**config.mk**
```make
export PLATFORM = sky130hd
export DESIGN_NAME = param_fifo
export DESIGN_NICKNAME = d
export VERILOG_FILES = /design/src/rtl/param_fifo.sv
export SDC_FILE = /design/constraint.sdc
export NUM_CORES = 1
export LEC_CHECK = 0
export CORE_UTILIZATION = 40
export DETAILED_ROUTE_END_ITERATION = 7
export HOLD_SLACK_MARGIN = 0.02
export PLACE_DENSITY = 0.58
export SYNTH_ARGS = -nofsm -noshare
export SYNTH_HDL_FRONTEND = slang
export SYNTH_SLANG_ARGS = --single-unit
```
**constraint.sdc**
```tcl
create_clock -name clk -period 5.7 [get_ports clk]
set_clock_uncertainty 0.2 [all_clocks]
set_input_delay 1.14 -clock clk [delete_from_list [all_inputs] [get_ports clk]]
set_output_delay 1.14 -clock clk [all_outputs]
set_load 0.02 [all_outputs]
```
**src/rtl/param_fifo.sv**
```systemverilog
// rtl/param_fifo.sv - parametrised single-clock FIFO with registered status, thresholds, flush and sticky errors
// Optional feature macro: PARAM_FIFO_FWFT_EN (first-word-fall-through read port)
module param_fifo #(
  parameter int WIDTH     = 8,
  parameter int ADDR_W    = 2,
  parameter int AF_THRESH = 2**ADDR_W-1,
  parameter int AE_THRESH = 1
) (
  input  logic              clk,
  input  logic              rst_n,
  input  logic              clr,
  input  logic              wr_en,
  input  logic [WIDTH-1:0]  wr_data,
  input  logic              rd_en,
  output logic [WIDTH-1:0]  rd_data,
  output logic              rd_valid,
  output logic              full,
  output logic              empty,
  output logic              almost_full,
  output logic              almost_empty,
  output logic [ADDR_W:0]   count,
  output logic              overflow,
  output logic              underflow
);

  localparam int DEPTH = 2**ADDR_W;
  localparam logic [ADDR_W:0] DEPTH_C = DEPTH[ADDR_W:0];
  localparam logic [ADDR_W:0] AF_C    = AF_THRESH[ADDR_W:0];
  localparam logic [ADDR_W:0] AE_C    = AE_THRESH[ADDR_W:0];
  localparam logic [ADDR_W:0] ONE     = {{ADDR_W{1'b0}}, 1'b1};
  localparam logic [ADDR_W:0] ZERO    = '0;

  logic [WIDTH-1:0] mem_q [DEPTH];

  logic [ADDR_W:0] wr_ptr_q, wr_ptr_d;
  logic [ADDR_W:0] rd_ptr_q, rd_ptr_d;
  logic [ADDR_W:0] count_q, count_d;
  logic            full_q, full_d;
  logic            empty_q, empty_d;
  logic            af_q, af_d;
  logic            ae_q, ae_d;
  logic            ovf_q, ovf_d;
  logic            unf_q, unf_d;

  logic            wr_acc;
  logic            rd_acc;
  logic [ADDR_W-1:0] rd_idx;

  // Acceptance looks only at registered flags; a flush swallows both requests.
  assign wr_acc = wr_en && !full_q  && !clr;
  assign rd_acc = rd_en && !empty_q && !clr;
  assign rd_idx = rd_ptr_q[ADDR_W-1:0];

  always_comb begin
    wr_ptr_d = wr_ptr_q;
    rd_ptr_d = rd_ptr_q;
    count_d  = count_q;
    ovf_d    = ovf_q;
    unf_d    = unf_q;
    if (clr) begin
      wr_ptr_d = ZERO;
      rd_ptr_d = ZERO;
      count_d  = ZERO;
      ovf_d    = 1'b0;
      unf_d    = 1'b0;
    end else begin
      if (wr_acc) wr_ptr_d = wr_ptr_q + ONE;
      if (rd_acc) rd_ptr_d = rd_ptr_q + ONE;
      count_d = count_q + (wr_acc ? ONE : ZERO) - (rd_acc ? ONE : ZERO);
      ovf_d   = ovf_q | (wr_en & full_q);
      unf_d   = unf_q | (rd_en & empty_q);
    end
    full_d  = (count_d == DEPTH_C);
    empty_d = (count_d == ZERO);
    af_d    = (count_d >= AF_C);
    ae_d    = (count_d <= AE_C);
  end

  always_ff @(posedge clk or negedge rst_n) begin
    if (!rst_n) begin
      wr_ptr_q <= ZERO;
      rd_ptr_q <= ZERO;
      count_q  <= ZERO;
      full_q   <= 1'b0;
      empty_q  <= 1'b1;
      af_q     <= 1'b0;
      ae_q     <= 1'b1;
      ovf_q    <= 1'b0;
      unf_q    <= 1'b0;
    end else begin
      wr_ptr_q <= wr_ptr_d;
      rd_ptr_q <= rd_ptr_d;
      count_q  <= count_d;
      full_q   <= full_d;
      empty_q  <= empty_d;
      af_q     <= af_d;
      ae_q     <= ae_d;
      ovf_q    <= ovf_d;
      unf_q    <= unf_d;
    end
  end

  // Storage carries no reset; its contents are don't-care until written.
  always_ff @(posedge clk) begin
    if (wr_acc) mem_q[wr_ptr_q[ADDR_W-1:0]] <= wr_data;
  end

`ifdef PARAM_FIFO_FWFT_EN
  assign rd_data  = empty_q ? '0 : mem_q[rd_idx];
  assign rd_valid = !empty_q;
`else
  logic [WIDTH-1:0] rd_data_q, rd_data_d;
  logic             rd_valid_q, rd_valid_d;

  always_comb begin
    rd_data_d  = rd_data_q;
    rd_valid_d = rd_acc;
    if (rd_acc) rd_data_d = mem_q[rd_idx];
  end

  always_ff @(posedge clk or negedge rst_n) begin
    if (!rst_n) begin
      rd_data_q  <= '0;
      rd_valid_q <= 1'b0;
    end else begin
      rd_data_q  <= rd_data_d;
      rd_valid_q <= rd_valid_d;
    end
  end

  assign rd_data  = rd_data_q;
  assign rd_valid = rd_valid_q;
`endif

  assign full         = full_q;
  assign empty        = empty_q;
  assign almost_full  = af_q;
  assign almost_empty = ae_q;
  assign count        = count_q;
  assign overflow     = ovf_q;
  assign underflow    = unf_q;

endmodule

```
; Word level (Yosys, flattened, before mapping)
; Memories as Yosys holds them, arrays and structs flattened. A register that Yosys moved wholly into a read port is not among the register bits.
; Index checks and enable logic that the tools add are counted.
[totals]
ff_bits = 16
n_memories = 1
ramBits = 32
inputBits = 13
[mem_list]
columns = memory, depth, word_bits, read_ports, rd_clocked_by_memory_dff, write_ports, line
row1 = mem_q, 4, 8, 1, 1, 1, 33  ; logic [WIDTH-1:0] mem_q [DEPTH];
[classes]
mux = 11
n_eq_ne = 1
magnitude_cmp = 2
n_bitwise = 4
reduce_logical = 11
add_sub_neg = 4
[op_table]
columns = cell, n
row1 = two-way mux 3 bit, 5
row2 = adder 3 x 1 -> 3 bit (second input constant), 2
row3 = two-way mux 1 bit, 6
row4 = logical AND 1 bit, 4
row5 = logical NOT 1 bit, 4
row6 = nonzero test 2 bit, 2
row7 = adder 3 x 1 -> 3 bit, 1
row8 = == test 3 bit (second input constant), 1
row9 = >= comparator 3 x 2 -> 1 bit (second input constant), 1
row10 = <= comparator 3 x 1 -> 1 bit (second input constant), 1
row11 = logical NOT 3 bit, 1
row12 = subtractor 3 x 1 -> 3 bit, 1
row13 = bitwise AND 1 bit, 2
row14 = OR 1 bit, 2

; Depth between registers and ports, before layout
[logic_depth]
depth_word = 8
depth_mapped = 11

; Worst setup path before layout
; No wires, ideal clock.
[synth_timing]
path_type = input-to-reg
startpoint = input port wr_en
endpoint = register af_q (netlist: almost_full)
path_buffers = 0
path_slack_ns = 2.295
required_ns = 5.382
t_arrival_ns = 3.087
setup_ns = 0.118
path_stages = 10
path_cell_list = nor2b_1 -> nor2b_1 -> inv_1 -> ha_1 -> inv_1 -> ha_1 -> fa_1 -> xor3_1 -> nor2_1 -> a21o_1
[synth_between]
elab_chain_len = 7
[synth_lines]
columns = item, line
row1 = from (decl), 12  ; input logic wr_en,
row2 = logical AND 1 bit (2 in a row), 50  ; assign wr_acc = wr_en && !full_q && !clr;
row3 = two-way mux 1 bit, 69  ; count_d = count_q + (wr_acc ? ONE : ZERO) - (rd_acc ? ONE : ZERO);
row4 = adder 3 x 1 -> 3 bit, 69
row5 = subtractor 3 x 1 -> 3 bit, 69
row6 = two-way mux 3 bit, 60  ; if (clr) begin
row7 = named net count_d[2], 37  ; logic [ADDR_W:0] count_q, count_d;
row8 = >= comparator 3 x 2 -> 1 bit, 75  ; af_d = (count_d >= AF_C);
row9 = named net af_d, 40  ; logic af_q, af_d;
row10 = to (signal assigned), 86  ; af_q <= 1'b0;
row11 = to (signal assigned), 96  ; af_q <= af_d;
row12 = to (decl), 40
; The timed path passes the listed nets, and every way through them passes these cells.
; A chain may end at the register's enable or synchronous reset.

; Worst setup path in the final report
[layout_timing]
startpoint = input port clr
endpoint = register af_q (netlist: almost_full)
[layout_between]
word_cells_on_any_way = 9
classes_between = add/sub (2) / order compare (1) / mux (3) / reduce/logical (3)
[layout_lines]
columns = item, line
row1 = from (decl), 11  ; input logic clr,
row2 = logical NOT 1 bit, 51  ; assign rd_acc = rd_en && !empty_q && !clr;
row3 = logical AND 1 bit, 51
row4 = named net rd_acc, 46  ; logic rd_acc;
row5 = two-way mux 1 bit, 69
row6 = subtractor 3 x 1 -> 3 bit, 69
row7 = two-way mux 3 bit, 60
row8 = named net count_d[2], 37
row9 = >= comparator 3 x 2 -> 1 bit, 75
row10 = named net af_d, 40
; The timed path passes the listed nets, and every way through them passes these cells.

==> metrics.md <==
| Metric | Value |
|---|---|
| Outcome | `finished clean` |
| Area share of xor/xnor cells in the synthesized design | `2.357%` |
| Max FO, Critical Path | `13` |
| Slew headroom | `between 30% and 40%` |
| CTS tree | `done` |
| Post-Route WL | `3.416 mm` |
| CTS max path bufs | `2` |
| Adder-Cell Fraction of Synth Area | `4.478%` |
| Via-to-Cell Ratio | `4.677` |
| Flops & latches, synth | `54` |
| Initial antenna violation count | `0` |
| Root Buffer | `clkbuf_8` |
| Worst VDD drop | `165.3 uV` |
| Post-synthesis compound-gate area fraction | `0.8250%` |
| Placer congestion estimate | `approximately 0.70` |
| Nets | `172` |
| Post-Syn Area | `~2100 sq um` |
| Crit share post-route | `69.43%` |
| Via count | `1043` |
| Largest net degree at the start of global routing | `23` |
| Vias in the first global route | `between 1k and 1.5k` |
| Port bufs | `30` |
| Fin. Hold Viols | `0` |
| Leak Pwr | `approximately 0.96 nW` |
| Die Height | `74.86 um` |
| Syn_nets | `approximately 140` |
| Avg Cell Area, Syn | `approximately 18 sq um` |
| # clock sinks | `54` |
| Simple-Gate Fraction of Synth Area | `5.480%` |
| Global-route wire length before repair | `5.402 mm` |
| Multi-input logic area | `559.3 sq um` |
| Mux contribution to synthesized area | `13.20%` |
| TritonCTS buffer count | `5` |
| PD cells | `427.9 nW/um^2` |
| Total power | `~1.1 mW` |
| Fraction of layout cells with a size suffix above 1 | `roughly 16%` |
| CORE AREA | `5107 sq um` |
| Gr ovfl total | `0` |
| Worst-Skew Late Latency | `0.31 ns` |
| Synth top area share | `a little under half` |
| Initial core utilization | `41.57%` |
| Number of max-cap violations | `0` |
| Hpwl dp | `2.405 mm` |
| Antenna-violating nets left | `0` |
| # fillers | `433` |
| DRT Pass-1 Iters | `3` |
| Largest cells by area after synthesis | `edfxtp_1, dfrtp_1, mux4_2` |
| Critical path arrival | `3.96 ns` |
| Wire length per cell | `between 15 and 20 um` |
| Post-Route Setup TNS | `0 ns` |
| Iteration-0 DRC Markers | `80` |
| Seq/Total Area, Yosys | `71.30%` |
| ANT cells | `0` |
| Max-slew violations | `0` |
| Hold buffer count at cts | `0` |
| # H-tree levels | `2` |
| Mapped Cells | `119` |
| IO Count | `31` |
| CP Capture Type | `flip-flop` |
| Synth warnings | `0` |
| Largest family of logic cells by synthesized area | `multiplexers` |
| Core Rows | `26` |
| PostCTS Resize Cnt | `0` |
| GRT Overall Usage | `13.99%` |
| DR DRC count | `0` |
| Die Area | `5603 sq um` |
| Cell count after placement | `215` |
| Worst endpoint required time | `5.71 ns` |
| Cell taking the most area after synthesis | `edfxtp_1` |
| Slew @ Worst Pin | `1.001 ns` |
| Non-Filler Instances | `223` |
| Postcts setup bufs | `0` |
| Synth cell types | `24` |
| Clock Pin Slew Worst Setup and Hold Paths | `0.10 ns` |
| Fin crit period | `slightly below 4 ns` |
| Die W | `approximately 75 um` |
| Area growth, synth to finish | `21.10%` |
| Unrepaired setup endpoints after global routing | `false` |
| Count of final setup violators | `0` |
| Critical path type | `input pin to flip-flop` |
| FF+latch area | `about 1500 sq um` |
| Final core utilization | `50.34%` |
| Worst Hold Class | `flip-flop to flip-flop` |
| Peak Freq | `~250 MHz` |
| Crit start category | `input pin` |
==> sequential cells by signal, summed over array words and instances, names as in the netlist, 2 cells and up <==
name and cells:
rd_data 8, mem_q 32, wr_ptr_q 2, rd_ptr_q 2
count 3
==> path summary, 6_finish.rpt <==
| check | from | endpoint | slack (ns) | depth (start not counted) |
|---|---|---|---|---|
| max reg2reg | empty$_DFF_PN1_ | almost_full$_DFF_PN0_ | 2.79 | 10 |
| max in group asynchronous | rst_n | wr_ptr_q[1]$_DFFE_PN0P_ | 3.51 | 1 |
| min | overflow$_DFF_PN0_ | overflow$_DFF_PN0_ | 0.31 | 2 |
| min reg2reg | overflow$_DFF_PN0_ | overflow$_DFF_PN0_ | 0.31 | 2 |
| max | clr | almost_full$_DFF_PN0_ | 1.74 | 10 |
| min in group asynchronous | rst_n | rd_valid$_DFF_PN0_ | 1.18 | 1 |
==> per-layer routing <==
metal,track usage [%],share of wire [%],vias up
met3,4.418,3.5,7
met2,23.62,50,21
met4,5.031,1.6,0
li1,-,-,488
met1,16.95,44,527
met5,0,0,-
==> layout make-up <==
type,instances,share of cell area [%]
Sequential cell,54,58.88
Timing Repair Buffer,30,11.68
Tap cell,70,3.406
Inverter,7,1.022
Clock inverter,1,0.2920
Multi-Input combinational cell,54,21.75
Clock buffer,7,2.968
==> where the power goes <==
group          switching, mW  internal (mW)  total, mW
Sequential            0.0528          0.495      0.548
Clock                  0.117         0.0871      0.204
Combinational          0.159          0.189      0.348
==> through the flow <==
step | cell area [sq um] | setup WS, ns | hold slack [ns]
2_1_floorplan | 2123 | 2.295 | 0.3382
3_3_place_gp | 2487 | 1.463 | 0.2876
3_5_place_dp | 2487 | 1.375 | 0.2918
4_1_cts | 2571 | 1.694 | 0.3168
5_1_grt | 2571 | 1.532 | 0.3435
6_report | 2571 | 1.743 | 0.3060
==> kinds of logic after synthesis <==
logic type	Yosys count
flip-flops	54
XOR/XNOR	4
buffers and inverters	11
adder cells (fa/ha/maj)	7
AND/OR/NAND/NOR	23
multiplexers	17
AO/OA/AOI/OAI	3
==> placed cells by master (no fill, tap or decap) <==
master and count:
a21o_1 1, a21oi_1 2, and2_1 4, clkbuf_1 2, clkbuf_8 5, clkdlybuf4s50_1 30, clkinvlp_4 1, dfrtp_1 20
dfstp_2 2, edfxtp_1 32, fa_1 1, ha_1 6, inv_1 7, mux2_2 8, mux2i_1 1, mux4_2 8
nand2b_1 1, nand3b_1 1, nor2_1 11, nor2b_1 5, nor3_1 1, xnor2_1 2, xor2_1 1, xor3_1 1
==> cell usage after synthesis <==
library cell / instances
nand3b_1: 1
nor3_1: 1
inv_1: 7
xor3_1: 1
and2_1: 4
edfxtp_1: 32
nor2b_1: 5
a21oi_1: 2
mux2i_1: 1
nand2b_1: 1
nor2_1: 11
dfrtp_1: 20
dfstp_2: 2
buf_2: 1
mux4_2: 8
fa_1: 1
xnor2_1: 2
buf_6: 1
clkbuf_1: 1
a21o_1: 1
xor2_1: 1
buf_1: 1
ha_1: 6
mux2_2: 8
==> worst max-delay path: stages <==
cell and delay, ns:
clkdlybuf4s50_1 0.75, nand2b_1 0.44, inv_1 0.11, ha_1 0.29, inv_1 0.04, ha_1 0.18, fa_1 0.35, xor3_1 0.40
nor2_1 0.08, a21o_1 0.18
(Power assumes the default switching activity.)
